<file path="src/rtl/metro_mpi_pkg.sv">
// rtl/metro_mpi_pkg.sv - shared types and default sizing for the MPI link arbiter
package metro_mpi_pkg;

    typedef enum logic [1:0] {
        IDLE  = 2'd0,
        GRANT = 2'd1,
        SEND  = 2'd2
    } arb_state_t;

    localparam int DEF_NUM_CH   = 3;
    localparam int DEF_CRED_MAX = 8;
    localparam int DEF_DATA_W   = 64;

endpackage

</file>
<file path="src/rtl/mpi_credit_counter.sv">
// rtl/mpi_credit_counter.sv - saturating per-channel credit counter with sticky overflow
module mpi_credit_counter
    import metro_mpi_pkg::*;
#(
    parameter int  CRED_MAX = DEF_CRED_MAX,
    localparam int CNT_W    = $clog2(CRED_MAX + 1)
) (
    input  logic             clk_i,
    input  logic             rstn_i,
    input  logic             inc,
    input  logic             dec,
    output logic [CNT_W-1:0] count,
    output logic             overflow
);

    // Credit return and consumption in the same cycle cancel; a return at full
    // credit is dropped and latched as an overflow until the next reset.
    always_ff @(posedge clk_i or negedge rstn_i) begin
        if (!rstn_i) begin
            count    <= CNT_W'(CRED_MAX);
            overflow <= 1'b0;
        end else begin
            case ({inc, dec})
                2'b10: begin
                    if (count == CNT_W'(CRED_MAX)) begin
                        overflow <= 1'b1;
                    end else begin
                        count <= count + CNT_W'(1);
                    end
                end
                2'b01: begin
                    if (count != '0) begin
                        count <= count - CNT_W'(1);
                    end
                end
                default: ;
            endcase
        end
    end

endmodule

</file>
<file path="src/rtl/mpi_link_arbiter.sv">
// rtl/mpi_link_arbiter.sv - credit-aware round-robin arbiter feeding one MPI send slot
module mpi_link_arbiter
    import metro_mpi_pkg::*;
#(
    parameter int  NUM_CH   = DEF_NUM_CH,
    parameter int  CRED_MAX = DEF_CRED_MAX,
    parameter int  DATA_W   = DEF_DATA_W,
    localparam int CH_W     = (NUM_CH > 1) ? $clog2(NUM_CH) : 1,
    localparam int CNT_W    = $clog2(CRED_MAX + 1)
) (
    input  logic                           clk_i,
    input  logic                           rstn_i,
    input  logic                           enable_i,
    input  logic [NUM_CH-1:0]              req_valid_i,
    input  logic [NUM_CH-1:0][DATA_W-1:0]  req_data_i,
    output logic [NUM_CH-1:0]              req_ready_o,
    input  logic [NUM_CH-1:0]              yummy_i,
    output logic                           tx_valid_o,
    output logic [DATA_W-1:0]              tx_data_o,
    output logic [CH_W-1:0]                tx_chan_o,
    input  logic                           tx_ack_i,
    output logic [NUM_CH-1:0][CNT_W-1:0]   credit_o,
    output logic                           err_o
);

    arb_state_t        state;
    arb_state_t        state_nxt;
    logic [CH_W-1:0]   rr_ptr;
    logic [CH_W-1:0]   win_ch;
    logic [CH_W-1:0]   pick;
    logic [CH_W-1:0]   rr_after;
    logic              found;
    logic [NUM_CH-1:0] eligible;
    logic [NUM_CH-1:0] ovf;
    int                idx;

    for (genvar c = 0; c < NUM_CH; c++) begin : g_cred
        mpi_credit_counter #(
            .CRED_MAX (CRED_MAX)
        ) u_cnt (
            .clk_i    (clk_i),
            .rstn_i   (rstn_i),
            .inc      (yummy_i[c]),
            .dec      (req_ready_o[c]),
            .count    (credit_o[c]),
            .overflow (ovf[c])
        );
    end

    assign err_o    = |ovf;
    assign rr_after = (win_ch == CH_W'(NUM_CH - 1)) ? '0 : win_ch + CH_W'(1);

    // A channel may compete only while it has a flit and at least one credit.
    always_comb begin
        eligible = '0;
        for (int c = 0; c < NUM_CH; c++) begin
            eligible[c] = req_valid_i[c] && (credit_o[c] != '0);
        end
    end

    // First eligible channel at or after rr_ptr, wrapping past the top channel.
    always_comb begin
        found = 1'b0;
        pick  = '0;
        idx   = 0;
        for (int i = 0; i < NUM_CH; i++) begin
            idx = int'(rr_ptr) + i;
            if (idx >= NUM_CH) begin
                idx = idx - NUM_CH;
            end
            if (!found && eligible[CH_W'(idx)]) begin
                found = 1'b1;
                pick  = CH_W'(idx);
            end
        end
    end

    // Next-state and handshake outputs; a transfer in flight ignores enable_i.
    always_comb begin
        state_nxt   = state;
        req_ready_o = '0;
        tx_valid_o  = 1'b0;
        case (state)
            IDLE: begin
                if (enable_i && found) begin
                    state_nxt = GRANT;
                end
            end
            GRANT: begin
                req_ready_o[win_ch] = 1'b1;
                state_nxt           = SEND;
            end
            SEND: begin
                tx_valid_o = 1'b1;
                if (tx_ack_i) begin
                    state_nxt = IDLE;
                end
            end
            default: state_nxt = IDLE;
        endcase
    end

    // State register.
    always_ff @(posedge clk_i or negedge rstn_i) begin
        if (!rstn_i) begin
            state <= IDLE;
        end else begin
            state <= state_nxt;
        end
    end

    // Winner capture, flit latch during GRANT and pointer advance after the send.
    always_ff @(posedge clk_i or negedge rstn_i) begin
        if (!rstn_i) begin
            rr_ptr    <= '0;
            win_ch    <= '0;
            tx_data_o <= '0;
            tx_chan_o <= '0;
        end else begin
            if (state == IDLE && enable_i && found) begin
                win_ch <= pick;
            end
            if (state == GRANT) begin
                tx_data_o <= req_data_i[win_ch];
                tx_chan_o <= win_ch;
            end
            if (state == SEND && tx_ack_i) begin
                rr_ptr <= rr_after;
            end
        end
    end

endmodule

</file>
<file path="config.mk">
export PLATFORM = sky130hd
export DESIGN_NAME = mpi_link_arbiter
export DESIGN_NICKNAME = d
export VERILOG_FILES = /design/src/rtl/metro_mpi_pkg.sv /design/src/rtl/mpi_credit_counter.sv /design/src/rtl/mpi_link_arbiter.sv
export SDC_FILE = /design/constraint.sdc
export NUM_CORES = 1
export LEC_CHECK = 0
export BUFFER_PORTS_ARGS = -buffer_cell sky130_fd_sc_hd__buf_2
export CAP_MARGIN = 20
export CORE_ASPECT_RATIO = 0.5
export CORE_MARGIN = 1
export CORE_UTILIZATION = 44
export DETAILED_ROUTE_END_ITERATION = 8
export GPL_TIMING_DRIVEN = 0
export PLACE_DENSITY = 0.81
export SYNTH_ARGS = -nofsm -noshare
export SYNTH_HDL_FRONTEND = slang
export SYNTH_SLANG_ARGS = --single-unit
</file>
<file path="constraint.sdc">
create_clock -name clk_i -period 3.2 [get_ports clk_i]
set_input_delay 0.64 -clock clk_i [delete_from_list [all_inputs] [get_ports clk_i]]
set_output_delay 0.64 -clock clk_i [all_outputs]
set_load 0.1 [all_outputs]
</file>
* After elaboration in Yosys (flattened, before gate mapping)
Index checks and enable logic that the tools add are counted.
** Storage, ports and cells
- Register bits :: 87
- Input port bits :: 202
- Output and inout bits :: 83
** Cells by class
- $add $sub $neg :: 12
- Magnitude comparators :: 8
- Equal/unequal tests :: 20
- Muxes and demuxes :: 37
- Reductions and logical operators :: 27
** Operator list (number)
- binary-select mux 64 bit (select 2 bit) :: 1
- 2-to-1 mux 64 bit :: 1
- 2-to-1 mux 4 bit :: 6
- one-hot mux 4 bit (2 select lines) :: 3
- 2-to-1 mux 2 bit :: 9
- inequality test 2 bit (second input constant) :: 8
- adder 4 x 1 -> 4 bit (second input constant) :: 3
- == test 4 bit (second input constant) :: 3
- less-than comparator 2 x 4 -> 1 bit (second input constant) :: 3
- nonzero test 4 bit :: 3
- subtractor 4 x 1 -> 4 bit (second input constant) :: 3
- 2-to-1 mux 1 bit :: 11
- == test 2 bit (second input constant) :: 5
- logical AND 1 bit :: 10
- AND reduction 3 bit :: 3
- == test 2 x 1 -> 1 bit (second input constant) :: 4
- AND reduction 2 bit :: 4
- binary-select mux 1 bit (select 2 bit) :: 3
- >= comparator 3 x 2 -> 1 bit (second input constant) :: 2
- one-hot mux 2 bit (3 select lines) :: 1
- nonzero test 2 bit :: 3
- subtractor 2 bit (second input constant) :: 3
- adder 2 x 1 -> 3 bit (second input constant) :: 1
- adder 2 x 2 -> 3 bit (second input constant) :: 1
- 9 further kinds :: 10

* Logic depth before layout (Yosys ltp)
Gate-level depths: netlist (run 1).
- Word-level depth :: 15
- Gate-level depth with buffers :: 12

* Modules after synthesis
From an unflattened synthesis (run 1), not the netlist that was laid out.
** Unflattened totals
- Cell total of the unflattened synthesis :: 561
- Area, all modules :: 5028.6 um^2
** Modules (own cells, without submodules)
- mpi_link_arbiter :: times used 1, cells an instance 480, area each 4086.4 um^2
- mpi_credit_counter :: times used 3, cells an instance 27, area each 314.1 um^2

* Worst setup path after synthesis (run 1)
No wires, ideal clock.
- Path kind :: reg2out
- Start point :: register win_ch[0]
- End point :: output port req_ready_o[0]
- Arrival time :: 1.855 ns
- Path slack :: 0.705 ns
- Stages on the path, launching flop included :: 7
- Path buffers :: 4
- Cell sequence :: dfrtp_1 -> buf_6 -> or4b_1 -> clkbuf_2 -> inv_2 -> buf_1 -> buf_4
** Between the ends
- Cells in the longest elaborated chain, start to end :: 5
- Elaborated cells between the ends (all ways) :: 6
- Classes of those cells :: 2 x order compare; 3 x mux; 1 x reduce/logical
** Ends and longest elaborated chain
- start, declared :: RTL line mpi_link_arbiter.sv:29 : logic [CH_W-1:0] win_ch;
- start signal, assigned :: RTL line mpi_link_arbiter.sv:121 : win_ch <= pick;
- less-than comparator 2 x 3 -> 1 bit (not written as such) / >= comparator 2 x 1 -> 1 bit (equally long branches) :: RTL line mpi_link_arbiter.sv:90 : req_ready_o[win_ch] = 1'b1;
- logical AND 1 bit (not written as such) :: RTL line mpi_link_arbiter.sv:90
- 2-to-1 mux 1 bit (not written as such) :: RTL line mpi_link_arbiter.sv:90
- demux 1 bit (select 2 bit) (*) :: RTL line mpi_link_arbiter.sv:90
- 2-to-1 mux 3 bit (*) :: RTL line mpi_link_arbiter.sv:83 : case (state)
- end, declared :: RTL line mpi_link_arbiter.sv:16 : output logic [NUM_CH-1:0] req_ready_o,
Mark *: on every way between the ends. The rest lies on a longest branch, timed or not.

* Worst setup path after layout (run 1)
- Start point :: register win_ch[1]
- End point :: output port req_ready_o[0]
Same word-level chain as after synthesis.

==> results of run 1 <==
-- final cells by class --
| type | count | area share [%] |
|---|---|---|
| flip-flops and latches | 87 | 32.4 |
| plain buffers | 39 | 2.58 |
| multi-input cells | 384 | 35.7 |
| well taps | 140 | 2.60 |
| repair buffers | 285 | 21.6 |
| clock buffers | 11 | 3.45 |
| inverters | 17 | 0.947 |
| clock inverters | 4 | 0.706 |
-- cells by family (layout without fill, tap and decap cells) --
| family | Yosys count | count (layout) |
|---|---|---|
| AND/OR/NAND/NOR | 168 | 168 |
| AO/OA/AOI/OAI | 149 | 149 |
| flip-flops | 87 | 87 |
| buffers and inverters | 57 | 356 |
| multiplexers | 41 | 41 |
| adder cells (fa/ha/maj) | 13 | 13 |
| XOR/XNOR | 13 | 13 |
-- per-layer routing --
layer | share of wire (%) | wire (µm) | track usage, % | vias to the layer above
met5 | 0 | 0 | 0 | -
met4 | 1.4 | 225 | 6.46 | 0
met3 | 6.4 | 1050 | 6.65 | 24
met2 | 49 | 8110 | 49.3 | 215
met1 | 43 | 7080 | 37.9 | 2504
li1 | - | - | - | 2452
-- registers in the layout (all words and copies together) (netlist names) --
register	count
tx_data_o	64
g_cred.u_cnt.count	12
g_cred.u_cnt.overflow	3
rr_ptr	2
state	2
tx_chan_o	2
win_ch	2
-- through the flow --
step	setup WS [ns]	cells	hold slack [ns]	instance area [µm²]
global placement	0.230	952	0.457	6420
detailed placement	0.210	953	0.456	6450
global route	0.0323	967	0.236	6740
CTS	0.0801	968	0.226	6740
floorplan	0.705	528	0.344	4830
finish	0.151	967	0.220	6740
-- cell usage in the layout (no fill, tap or decap), drive strengths merged, types with 2 or more instances in the layout --
| cell type | instances |
|---|---|
| xor2 | 5 |
| mux2 | 2 |
| mux2i | 38 |
| a221o | 8 |
| a22oi | 8 |
| nand2 | 87 |
| inv | 17 |
| nor2 | 55 |
| xnor2 | 8 |
| o41ai | 3 |
| a222oi | 19 |
| clkbuf | 39 |
| o2bb2ai | 3 |
| nor3 | 5 |
| a31oi | 2 |
| a21o | 4 |
| and2 | 2 |
| a21oi | 43 |
| dfstp | 3 |
| ha | 10 |
| clkinv | 2 |
| nand2b | 8 |
| dfrtp | 84 |
| or2 | 5 |
| o21ai | 47 |
| buf | 296 |
| fa | 3 |
| o31ai | 3 |
-- repair_timing --
item,in CTS,in global routing
resized for setup,3,1
pin swaps,0,0
endpoints found under the setup margin,2,2
-- path summary, 6_finish.rpt --
check	end	slack [ns]	depth (start not counted)
worst max-delay path	req_ready_o[0]	0.15	7
worst min-delay path	g_cred[2].u_cnt.count[2]$_DFFE_PN0P_	0.22	1
worst max register to register	g_cred[1].u_cnt.count[3]$_DFFE_PN1P_	0.46	10
worst min register to register	g_cred[2].u_cnt.overflow$_DFFE_PN0P_	0.47	1
max in group asynchronous	tx_data_o[56]$_DFFE_PN0P_	2.35	2
min in group clk_i	g_cred[2].u_cnt.overflow$_DFFE_PN0P_	0.47	1
==> impl_metrics.xml, run 1 <==
<?xml version="1.0" encoding="UTF-8"?>
<metrics>
  <group name="worst_setup_path">
    <metric name="worst_r2r_start" unit="">state[1]$_DFFE_PN0P_</metric>
    <metric name="slowest_stage" unit="">sky130_fd_sc_hd__or4b_1</metric>
    <metric name="startpoint" unit="">win_ch[1]$_DFFE_PN0P_</metric>
    <metric name="critPathLaunchType" unit="">register</metric>
    <metric name="crit_path_frequent_cell" unit="">sky130_fd_sc_hd__buf_4</metric>
    <metric name="slowest_delay" unit="ns">0.51</metric>
    <metric name="worst-endpoint-required" unit="ns">2.56</metric>
    <metric name="worstSetupEndpointType" unit="">output port</metric>
    <metric name="critPathKind" unit="">reg2out</metric>
    <metric name="worst-endpoint-arrival" unit="ns">2.41</metric>
    <metric name="path_cells" unit="">clkbuf_1 -&gt; or4b_1 -&gt; clkbuf_2 -&gt; inv_2 -&gt; buf_2 -&gt; buf_4 -&gt; buf_4</metric>
    <metric name="worst-path-buf-inv" unit="">6</metric>
    <metric name="critical_path_s_top_delay_family" unit="">buffers and inverters</metric>
    <metric name="critical_path_peak_fanout" unit="">10</metric>
  </group>
  <group name="timing">
    <metric name="relSlewSlack" unit="%">26.6</metric>
    <metric name="min_period" unit="ns">3.05</metric>
    <metric name="hold_viol" unit="">0</metric>
    <metric name="timing.final.setup_violations" unit="">0</metric>
    <metric name="worst-slew-pin-transition" unit="ns">1.09</metric>
    <metric name="clock-skew-final" unit="ns">0.00828</metric>
    <metric name="final.setup.tns" unit="ns">0</metric>
    <metric name="setup_repair_after_global_routing_missed_its_margin" unit="">false</metric>
    <metric name="number_of_max_slew_violations_in_the_final_report" unit="">0</metric>
    <metric name="finalCritPeriodShare" unit="%">95.3</metric>
    <metric name="timing.fmax" unit="MHz">328</metric>
  </group>
  <group name="synthesis">
    <metric name="yosys.cell_count.top_type" unit="">sky130_fd_sc_hd__nand2_1</metric>
    <metric name="ys_seq_elements" unit="">87</metric>
    <metric name="synth-async-reset-ratio" unit="%">100</metric>
    <metric name="post_synth_most_frequent_cells" unit="">sky130_fd_sc_hd__nand2_1 (87), sky130_fd_sc_hd__dfrtp_1 (84), sky130_fd_sc_hd__nor2_1 (55), sky130_fd_sc_hd__o21ai_0 (47), sky130_fd_sc_hd__a21oi_1 (43)</metric>
    <metric name="synthFlopType" unit="">sky130_fd_sc_hd__dfrtp_1</metric>
    <metric name="total_standard_cell_area_after_synthesis" unit="mm²">0.00483</metric>
    <metric name="post_synth_and_or_nand_nor_area_fraction" unit="%">14.4</metric>
    <metric name="syn_nets" unit="">743</metric>
    <metric name="post_synth_mux_area_share" unit="%">8.81</metric>
    <metric name="yosysTopAreaCellShare" unit="%">43.5</metric>
    <metric name="synth-edff-count" unit="">0</metric>
    <metric name="synth.largest_area_cell" unit="">sky130_fd_sc_hd__dfrtp_1</metric>
    <metric name="post_synth_xor_area_fraction" unit="%">2.36</metric>
    <metric name="number_of_warnings_reported_in_the_yosys_synthesis_log" unit="">0</metric>
    <metric name="synth_area_leaders" unit="">sky130_fd_sc_hd__dfrtp_1 (44%), sky130_fd_sc_hd__mux2i_1 (7.9%), sky130_fd_sc_hd__nand2_1 (6.8%)</metric>
    <metric name="compound_gate_fraction_of_synth_area" unit="%">20.5</metric>
    <metric name="avgSynthCellArea" unit="µm²">9.14</metric>
    <metric name="synth_adder_area_share" unit="%">3.84</metric>
    <metric name="yosysSeqAreaShare" unit="%">45.2</metric>
    <metric name="netlist_instances" unit="">528</metric>
    <metric name="main_combinational_cell_family_by_area_after_synthesis" unit="">compound AO/OA/AOI/OAI gates</metric>
    <metric name="yosysUniqueCellTypes" unit="">49</metric>
  </group>
  <group name="grt">
    <metric name="first_pass_grt_wire_length" unit="µm">25700</metric>
    <metric name="overflow" unit="">0</metric>
    <metric name="grt_use_total" unit="%">29.1</metric>
    <metric name="grt_antenna_before_repair" unit="">0</metric>
    <metric name="grt_pass1_vias" unit="">5058</metric>
    <metric name="grt_max_degree" unit="">65</metric>
  </group>
  <group name="clock_network">
    <metric name="clock_tree.buffer_depth" unit="">2</metric>
    <metric name="clkSlewWorstSetupHoldPaths" unit="ns">0.07</metric>
    <metric name="postCtsHoldBufs" unit="">0</metric>
    <metric name="cts_buffers" unit="">9</metric>
    <metric name="clk-insertion-delay-late" unit="ns">0.32</metric>
    <metric name="tritoncts" unit="">done</metric>
    <metric name="cts.sink_count" unit="">87</metric>
    <metric name="clockRootBuffer" unit="">sky130_fd_sc_hd__clkbuf_16</metric>
    <metric name="cts_htree_levels" unit="">3</metric>
    <metric name="postCtsSetupRepairBufs" unit="">0</metric>
  </group>
  <group name="route">
    <metric name="vias_per_cell" unit="">5.37</metric>
    <metric name="drt_first_iter_violations" unit="">344</metric>
    <metric name="detail_route.wl_per_cell" unit="µm">17.0</metric>
    <metric name="first_pass_iters" unit="">6</metric>
    <metric name="ant_nets" unit="">0</metric>
    <metric name="routed_wl" unit="µm">16500</metric>
    <metric name="drc" unit="">0</metric>
    <metric name="routed-via-count" unit="">5195</metric>
  </group>
  <group name="die">
    <metric name="num_rows" unit="">26</metric>
    <metric name="num_io_pins" unit="">285</metric>
    <metric name="core_region_area" unit="mm²">0.0104</metric>
    <metric name="initial_core_util" unit="%">46.2</metric>
    <metric name="die_area" unit="mm²">0.0114</metric>
    <metric name="die_width" unit="µm">150</metric>
    <metric name="die_height" unit="µm">76.1</metric>
  </group>
  <group name="final_layout">
    <metric name="antenna-diode-count" unit="">0</metric>
    <metric name="seqCellArea" unit="mm²">0.00218</metric>
    <metric name="num-nets-final" unit="">1038</metric>
    <metric name="nFillCells" unit="">925</metric>
    <metric name="multi_input_comb_area" unit="mm²">0.00241</metric>
    <metric name="area.growth.synth_to_final" unit="%">39.6</metric>
    <metric name="share_of_layout_cells_above_drive_strength_1" unit="%">39.1</metric>
    <metric name="end_of_flow_core_utilization" unit="%">64.5</metric>
  </group>
  <group name="job">
    <metric name="cap_violations" unit="">0</metric>
  </group>
  <group name="outcome">
    <metric name="outcome" unit="">complete, no violations</metric>
  </group>
  <group name="placed_design">
    <metric name="io_buffer_count" unit="">284</metric>
    <metric name="gp_congestion" unit="">0.949</metric>
    <metric name="hpwl" unit="µm">12900</metric>
  </group>
  <group name="hold_path">
    <metric name="hold_path_class" unit="">in2async</metric>
  </group>
</metrics>
Power of run 1 is not shown: default switching activity piles up to over one toggle a cycle in this logic, so the estimate is an artifact.
==> run 2: changes to the inputs <==
- CORE_UTILIZATION: 44 -> 45
- SLEW_MARGIN: not set -> 20
- SYNTH_HIERARCHICAL: not set -> 1
==> run 2 against run 1 <==
Net effect: critical path depth decreased by 3; clock skew shrank 0.00081 ns; synthesized cell count is 6.3% higher; cell count rose by 3.6%; sequential share of layout area is 1.5 points lower; cell area is 4.8% higher; first-iteration DRC count decreased by 37%; register-to-register slack worse by 0.11 ns.
==> impl_metrics.xml, run 2 <==
<?xml version="1.0" encoding="UTF-8"?>
<metrics>
  <group name="outcome">
    <metric name="outcome" unit="">complete, no violations</metric>
  </group>
  <group name="worst_setup_path">
    <metric name="critical_path_peak_fanout" unit="">10</metric>
    <metric name="worst-endpoint-arrival" unit="ns">2.31</metric>
    <metric name="critPathLaunchType" unit="">register</metric>
    <metric name="worst-endpoint-required" unit="ns">2.56</metric>
    <metric name="worst-r2r-cell-count" unit="">9</metric>
    <metric name="worstSetupEndpointType" unit="">output port</metric>
    <metric name="critPathKind" unit="">reg2out</metric>
  </group>
  <group name="synthesis">
    <metric name="post_synth_and_or_nand_nor_area_fraction" unit="%">15.1</metric>
    <metric name="synth_adder_area_share" unit="%">1.49</metric>
    <metric name="avgSynthCellArea" unit="µm²">8.96</metric>
    <metric name="yosys.cell_count.top_type" unit="">sky130_fd_sc_hd__dfrtp_1</metric>
    <metric name="post_synth_most_frequent_cells" unit="">sky130_fd_sc_hd__dfrtp_1 (84), sky130_fd_sc_hd__a21oi_1 (74), sky130_fd_sc_hd__nor2_1 (71), sky130_fd_sc_hd__nand2_1 (69)</metric>
    <metric name="ys_seq_elements" unit="">87</metric>
    <metric name="main_combinational_cell_family_by_area_after_synthesis" unit="">compound AO/OA/AOI/OAI gates</metric>
    <metric name="yosysSeqAreaShare" unit="%">43.4</metric>
    <metric name="yosysTopAreaCellShare" unit="%">41.8</metric>
    <metric name="synth.largest_area_cell" unit="">sky130_fd_sc_hd__dfrtp_1</metric>
    <metric name="number_of_warnings_reported_in_the_yosys_synthesis_log" unit="">6</metric>
    <metric name="post_synth_mux_area_share" unit="%">13.9</metric>
    <metric name="syn_nets" unit="">769</metric>
    <metric name="yosysUniqueCellTypes" unit="">44</metric>
    <metric name="synth-edff-count" unit="">0</metric>
    <metric name="post_synth_xor_area_fraction" unit="%">2.09</metric>
    <metric name="synth-async-reset-ratio" unit="%">100</metric>
    <metric name="netlist_instances" unit="">561</metric>
    <metric name="synth_area_leaders" unit="">sky130_fd_sc_hd__dfrtp_1 (42%), sky130_fd_sc_hd__mux2i_1 (13%), sky130_fd_sc_hd__a21oi_1 (7.4%)</metric>
    <metric name="total_standard_cell_area_after_synthesis" unit="mm²">0.00503</metric>
    <metric name="compound_gate_fraction_of_synth_area" unit="%">19.9</metric>
    <metric name="synthFlopType" unit="">sky130_fd_sc_hd__dfrtp_1</metric>
  </group>
  <group name="final_layout">
    <metric name="largest_register_ffs" unit="">64</metric>
    <metric name="share_of_layout_cells_above_drive_strength_1" unit="%">39.4</metric>
    <metric name="largest_registers" unit="">tx_data_o x64, g_cred.u_cnt/count x12, g_cred.u_cnt/overflow x3</metric>
    <metric name="antenna-diode-count" unit="">0</metric>
    <metric name="num-nets-final" unit="">1065</metric>
    <metric name="most_common_cell_after_layout_fill_and_taps_aside" unit="">sky130_fd_sc_hd__buf_2</metric>
    <metric name="final_cell_mix" unit="">sky130_fd_sc_hd__buf_2 (292), sky130_fd_sc_hd__dfrtp_1 (84), sky130_fd_sc_hd__a21oi_1 (74)</metric>
    <metric name="design_area" unit="mm²">0.00706</metric>
    <metric name="max_flop_register" unit="">tx_data_o</metric>
    <metric name="area.growth.synth_to_final" unit="%">40.5</metric>
  </group>
  <group name="route">
    <metric name="routed_wl" unit="µm">15700</metric>
    <metric name="routed-via-count" unit="">5277</metric>
    <metric name="first_pass_iters" unit="">5</metric>
    <metric name="ant_nets" unit="">0</metric>
    <metric name="drc" unit="">0</metric>
    <metric name="drt_first_iter_violations" unit="">218</metric>
    <metric name="vias_per_cell" unit="">5.27</metric>
    <metric name="detail_route.wl_per_cell" unit="µm">15.7</metric>
  </group>
  <group name="clock_network">
    <metric name="cts_htree_levels" unit="">3</metric>
    <metric name="cts_buffers" unit="">9</metric>
    <metric name="post_cts_resize_count" unit="">0</metric>
    <metric name="tritoncts" unit="">done</metric>
    <metric name="postCtsSetupRepairBufs" unit="">0</metric>
    <metric name="clk-insertion-delay-late" unit="ns">0.33</metric>
    <metric name="postCtsHoldBufs" unit="">0</metric>
    <metric name="clock_tree.buffer_depth" unit="">2</metric>
    <metric name="clockRootBuffer" unit="">sky130_fd_sc_hd__clkbuf_16</metric>
    <metric name="clkSlewWorstSetupHoldPaths" unit="ns">0.06</metric>
    <metric name="cts.sink_count" unit="">87</metric>
  </group>
  <group name="placed_design">
    <metric name="dpl-instance-area" unit="mm²">0.00673</metric>
    <metric name="gp_congestion" unit="">0.885</metric>
    <metric name="hpwl" unit="µm">12200</metric>
    <metric name="detailedPlace.worstSlack" unit="ns">0.352</metric>
    <metric name="io_buffer_count" unit="">284</metric>
  </group>
  <group name="timing">
    <metric name="setup_repair_after_global_routing_missed_its_margin" unit="">false</metric>
    <metric name="finalWorstSetupSlack" unit="ns">0.254</metric>
    <metric name="number_of_max_slew_violations_in_the_final_report" unit="">0</metric>
    <metric name="clock-skew-final" unit="ns">0.00747</metric>
    <metric name="relSlewSlack" unit="%">51.2</metric>
    <metric name="finalCritPeriodShare" unit="%">92.1</metric>
    <metric name="timing.final.setup_violations" unit="">0</metric>
    <metric name="min_period" unit="ns">2.95</metric>
    <metric name="hold_viol" unit="">0</metric>
    <metric name="timing.fmax" unit="MHz">339</metric>
    <metric name="worst-slew-pin-transition" unit="ns">0.731</metric>
    <metric name="fin_hold_ws" unit="ns">0.364</metric>
  </group>
  <group name="grt">
    <metric name="grt_max_degree" unit="">56</metric>
    <metric name="first_pass_grt_wire_length" unit="µm">25500</metric>
    <metric name="grt_pass1_vias" unit="">5265</metric>
    <metric name="grt_use_total" unit="%">28.0</metric>
    <metric name="grt_antenna_before_repair" unit="">0</metric>
    <metric name="overflow" unit="">0</metric>
  </group>
  <group name="die">
    <metric name="num_io_pins" unit="">285</metric>
    <metric name="die_width" unit="µm">151</metric>
    <metric name="die_area" unit="mm²">0.0116</metric>
    <metric name="num_rows" unit="">26</metric>
    <metric name="core_region_area" unit="mm²">0.0105</metric>
    <metric name="die_height" unit="µm">76.8</metric>
    <metric name="initial_core_util" unit="%">47.7</metric>
  </group>
  <group name="hold_path">
    <metric name="hold_path_class" unit="">in2async</metric>
  </group>
  <group name="job">
    <metric name="cap_violations" unit="">0</metric>
  </group>
</metrics>
==> run 2: cell types whose count changed in the layout (fill, tap and decap cells not counted), moves of 9 or more <==
cell                       before  now
sky130_fd_sc_hd__a21oi_1       43   74
sky130_fd_sc_hd__mux2i_1       38   64
sky130_fd_sc_hd__a222oi_1      19    0
sky130_fd_sc_hd__nand2_1       87   69
sky130_fd_sc_hd__o21ai_0       47   64
sky130_fd_sc_hd__nor2_1        55   71
sky130_fd_sc_hd__inv_1         16    7
==> run 2: layout make-up <==
type | instances | area [µm²]
clock buffer | 12 | 236
timing repair buffer | 285 | 1440
buffer | 41 | 229
tap | 140 | 175
fill | 911 | 3480
multi-input combinational | 426 | 2680
inverter | 7 | 26.3
sequential | 87 | 2180
clock inverter | 4 | 95.1
==> run 2: worst max-delay path, stage by stage, from the launching register on <==
cell and delay [ns]:
sky130_fd_sc_hd__dfrtp_1 0.32, sky130_fd_sc_hd__clkbuf_1 0.38, sky130_fd_sc_hd__buf_2 0.42, sky130_fd_sc_hd__nor3b_4 0.37
sky130_fd_sc_hd__buf_2 0.49
==> run 2: metal layers <==
layer  track usage [%]  part of all wire (%)  up-vias
met1              36.8                    44     2513
li1                  -                     -     2557
met3              5.00                   4.7       30
met4              7.82                   1.9        0
met2              47.2                    49      177
met5                 0                     0        -
==> run 2: final timing paths <==
check	start	endpoint	slack, ns
max reg2reg	win_ch[1]$_DFFE_PN0P_	g_cred[2].u_cnt/count[2]$_DFFE_PN0P_	0.35
max in group asynchronous	rstn_i	tx_data_o[60]$_DFFE_PN0P_	2.19
min	rstn_i	tx_data_o[8]$_DFFE_PN0P_	0.36
max	win_ch[1]$_DFFE_PN0P_	req_ready_o[2]	0.25
min reg2reg	g_cred[1].u_cnt/overflow$_DFFE_PN0P_	g_cred[1].u_cnt/overflow$_DFFE_PN0P_	0.46
min in group clk_i	g_cred[1].u_cnt/overflow$_DFFE_PN0P_	g_cred[1].u_cnt/overflow$_DFFE_PN0P_	0.46
==> run 2: metrics by stage <==
| stage | utilization [%] | setup TNS (ns) | instances |
|---|---|---|---|
| floorplan | - | -0.0731 | 561 |
| global placement | 63.7 | 0 | 985 |
| detailed placement | 63.9 | 0 | 986 |
| CTS | 67.0 | 0 | 1002 |
| global route | 67.0 | 0 | 1002 |
| finish | 67.0 | 0 | 1002 |
==> run 2: logic make-up after synthesis <==
family                   Yosys count
AND/OR/NAND/NOR                  171
AO/OA/AOI/OAI                    168
flip-flops                        87
multiplexers                      69
buffers and inverters             48
XOR/XNOR                          12
adder cells (fa/ha/maj)            6
Power of run 2 is left out for the same reason.
==> run 3: changes to the inputs <==
- ABC_AREA: not set -> 1
==> run 3 against run 2 <==
Net effect: the flow now finishes with violations (DRC); register-to-register slack improved by 0.65 ns; hold slack lost 0.11 ns; first-iteration DRC count grew to 2.8 times the previous value; cell count rose by 12%; maximum frequency is 9.4% higher; non-clock buffer count shrank 1; critical path type unchanged; critical endpoint unchanged.
==> impl_metrics.xml, run 3 <==
<?xml version="1.0" encoding="UTF-8"?>
<metrics>
  <group name="job">
    <metric name="cap_violations" unit="">0</metric>
  </group>
  <group name="synthesis">
    <metric name="synth_area_leaders" unit="">sky130_fd_sc_hd__dfrtp_1 (41%), sky130_fd_sc_hd__nand2_1 (14%), sky130_fd_sc_hd__nand3_1 (11%)</metric>
    <metric name="synth.largest_area_cell" unit="">sky130_fd_sc_hd__dfrtp_1</metric>
    <metric name="yosysTopAreaCellShare" unit="%">41.2</metric>
    <metric name="post_synth_most_frequent_cells" unit="">sky130_fd_sc_hd__nand2_1 (195), sky130_fd_sc_hd__nand3_1 (115), sky130_fd_sc_hd__dfrtp_1 (84), sky130_fd_sc_hd__nor2_1 (58), sky130_fd_sc_hd__a41oi_1 (43)</metric>
    <metric name="yosys.cell_count.top_type" unit="">sky130_fd_sc_hd__nand2_1</metric>
    <metric name="syn_nets" unit="">880</metric>
    <metric name="ys_seq_elements" unit="">87</metric>
    <metric name="synth-edff-count" unit="">0</metric>
    <metric name="synth-async-reset-ratio" unit="%">100</metric>
    <metric name="number_of_warnings_reported_in_the_yosys_synthesis_log" unit="">6</metric>
    <metric name="yosysUniqueCellTypes" unit="">25</metric>
    <metric name="yosysSeqAreaShare" unit="%">42.7</metric>
    <metric name="total_standard_cell_area_after_synthesis" unit="mm²">0.00511</metric>
    <metric name="netlist_instances" unit="">672</metric>
    <metric name="avgSynthCellArea" unit="µm²">7.60</metric>
    <metric name="synthFlopType" unit="">sky130_fd_sc_hd__dfrtp_1</metric>
  </group>
  <group name="placed_design">
    <metric name="io_buffer_count" unit="">284</metric>
    <metric name="gp_congestion" unit="">0.926</metric>
    <metric name="hpwl" unit="µm">12700</metric>
    <metric name="detailedPlace.worstSlack" unit="ns">0.855</metric>
  </group>
  <group name="worst_setup_path">
    <metric name="critPathLaunchType" unit="">register</metric>
    <metric name="worstSetupEndpointType" unit="">output port</metric>
    <metric name="critPathKind" unit="">reg2out</metric>
    <metric name="path_cells" unit="">buf_4 -&gt; inv_2 -&gt; nor3_4 -&gt; buf_2 -&gt; buf_2</metric>
    <metric name="slowest_delay" unit="ns">0.49</metric>
    <metric name="slowest_stage" unit="">sky130_fd_sc_hd__buf_2</metric>
    <metric name="worst-endpoint-required" unit="ns">2.56</metric>
    <metric name="worst-path-buf-inv" unit="">4</metric>
    <metric name="critical_path_s_top_delay_family" unit="">buffers and inverters</metric>
    <metric name="critical_path_peak_fanout" unit="">13</metric>
    <metric name="crit_path_frequent_cell" unit="">sky130_fd_sc_hd__buf_2</metric>
    <metric name="r2r_slack" unit="ns">1.00</metric>
    <metric name="worst-endpoint-arrival" unit="ns">2.05</metric>
  </group>
  <group name="final_layout">
    <metric name="largest_register_ffs" unit="">64</metric>
    <metric name="final_cell_mix" unit="">sky130_fd_sc_hd__buf_2 (300), sky130_fd_sc_hd__nand2_1 (195), sky130_fd_sc_hd__nand3_1 (115)</metric>
    <metric name="end_of_flow_core_utilization" unit="%">64.2</metric>
    <metric name="most_common_cell_after_layout_fill_and_taps_aside" unit="">sky130_fd_sc_hd__buf_2</metric>
    <metric name="max_flop_register" unit="">tx_data_o</metric>
    <metric name="largest_registers" unit="">tx_data_o x64, g_cred.u_cnt/count x12, g_cred.u_cnt/overflow x3</metric>
    <metric name="antenna-diode-count" unit="">0</metric>
    <metric name="area.growth.synth_to_final" unit="%">38.5</metric>
    <metric name="num-nets-final" unit="">1176</metric>
    <metric name="share_of_layout_cells_above_drive_strength_1" unit="%">37.9</metric>
  </group>
  <group name="clock_network">
    <metric name="post_cts_resize_count" unit="">0</metric>
    <metric name="cts_htree_levels" unit="">3</metric>
    <metric name="clock_tree.buffer_depth" unit="">2</metric>
    <metric name="clkSlewWorstSetupHoldPaths" unit="ns">0.06</metric>
    <metric name="clk-insertion-delay-late" unit="ns">0.34</metric>
    <metric name="postCtsSetupRepairBufs" unit="">0</metric>
    <metric name="cts.sink_count" unit="">87</metric>
    <metric name="cts_buffers" unit="">9</metric>
    <metric name="tritoncts" unit="">done</metric>
    <metric name="clockRootBuffer" unit="">sky130_fd_sc_hd__clkbuf_16</metric>
    <metric name="postCtsHoldBufs" unit="">0</metric>
  </group>
  <group name="timing">
    <metric name="timing.fmax" unit="MHz">371</metric>
    <metric name="min_period" unit="ns">2.69</metric>
    <metric name="timing.final.setup_violations" unit="">0</metric>
    <metric name="relSlewSlack" unit="%">65.1</metric>
    <metric name="number_of_max_slew_violations_in_the_final_report" unit="">0</metric>
    <metric name="worst-slew-pin-transition" unit="ns">0.524</metric>
    <metric name="hold_viol" unit="">0</metric>
    <metric name="final.setup.tns" unit="ns">0</metric>
    <metric name="clock-skew-final" unit="ns">0.00881</metric>
    <metric name="finalCritPeriodShare" unit="%">84.2</metric>
    <metric name="setup_repair_after_global_routing_missed_its_margin" unit="">false</metric>
    <metric name="finalWorstSetupSlack" unit="ns">0.507</metric>
  </group>
  <group name="route">
    <metric name="routed_wl" unit="µm">16700</metric>
    <metric name="ant_nets" unit="">0</metric>
    <metric name="vias_per_cell" unit="">5.32</metric>
    <metric name="routed-via-count" unit="">5948</metric>
    <metric name="first_pass_iters" unit="">7</metric>
    <metric name="drc" unit="">14</metric>
    <metric name="detail_route.wl_per_cell" unit="µm">15.0</metric>
    <metric name="drt_first_iter_violations" unit="">612</metric>
  </group>
  <group name="grt">
    <metric name="grt_max_degree" unit="">57</metric>
    <metric name="grt_antenna_before_repair" unit="">0</metric>
    <metric name="grt_pass1_vias" unit="">5603</metric>
    <metric name="grt_use_total" unit="%">28.9</metric>
    <metric name="overflow" unit="">0</metric>
    <metric name="first_pass_grt_wire_length" unit="µm">27500</metric>
  </group>
  <group name="die">
    <metric name="die_height" unit="µm">77.3</metric>
    <metric name="die_area" unit="mm²">0.0118</metric>
    <metric name="core_region_area" unit="mm²">0.0110</metric>
    <metric name="num_rows" unit="">27</metric>
    <metric name="initial_core_util" unit="%">46.4</metric>
    <metric name="num_io_pins" unit="">285</metric>
    <metric name="die_width" unit="µm">153</metric>
  </group>
  <group name="hold_path">
    <metric name="hold_path_class" unit="">in2async</metric>
  </group>
  <group name="outcome">
    <metric name="outcome" unit="">complete, but fails checks</metric>
    <metric name="failed_checks" unit="">DRC</metric>
  </group>
</metrics>
-- run 3: final cells by class --
cell class	count	area, µm²
multi-input combinational	500	2540
fill	1006	3940
timing repair buffer	285	1450
sequential	87	2180
clock buffer	11	253
inverter	45	169
buffer	40	216
tap	145	181
clock inverter	5	80.1
-- run 3: routing by layer --
layer / global-route usage (%) / up-vias / wire length (µm)
met4: 9.39 / 0 / 401
met2: 47.9 / 250 / 8060
met1: 39.0 / 2791 / 7310
met5: 0 / - / 0
li1: - / 2866 / -
met3: 4.64 / 41 / 978
-- run 3: path summary, 6_finish.rpt --
path	start	to	cells past startpoint
max	win_ch[1]$_DFFE_PN0P_	req_ready_o[2]	5
min	rstn_i	tx_data_o[59]$_DFFE_PN0P_	1
max reg2reg	win_ch[1]$_DFFE_PN0P_	g_cred[2].u_cnt/count[2]$_DFFE_PN0P_	12
min reg2reg	g_cred[2].u_cnt/overflow$_DFFE_PN0P_	g_cred[2].u_cnt/overflow$_DFFE_PN0P_	1
max in group asynchronous	rstn_i	g_cred[0].u_cnt/count[3]$_DFFE_PN1P_	2
min in group clk_i	g_cred[2].u_cnt/overflow$_DFFE_PN0P_	g_cred[2].u_cnt/overflow$_DFFE_PN0P_	1
-- run 3: metrics by stage --
| stage | area, µm² | hold slack [ns] | cells |
|---|---|---|---|
| after floorplan | 5110 | 0.344 | 672 |
| after global placement | 6710 | 0.455 | 1101 |
| after detailed placement | 6740 | 0.460 | 1102 |
| after CTS | 7070 | 0.253 | 1118 |
| after global routing | 7070 | 0.265 | 1118 |
| final | 7070 | 0.251 | 1118 |
-- run 3: worst register-to-register path, delay by kind of cell, from the launching register on --
family                   cells  cell delay [ns]
AO/OA/AOI/OAI                1             0.07
adder cells (fa/ha/maj)      1             0.17
buffers and inverters        5             0.76
AND/OR/NAND/NOR              4             0.59
flip-flops                   1             0.32
XOR/XNOR                     1             0.17
-- run 3: cell families (layout without fill, tap and decap cells) --
group	after synthesis	in the layout	synth area share, %
adders and majority gates	6	6	1.47
buffers and inverters	85	386	7.55
and+or+nand+nor	418	418	36.8
DFF	87	87	42.7
AOI/OAI and AO/OA	67	67	9.95
xor gates and xnor gates	9	9	1.54
Power of run 3 is left out for the same reason.
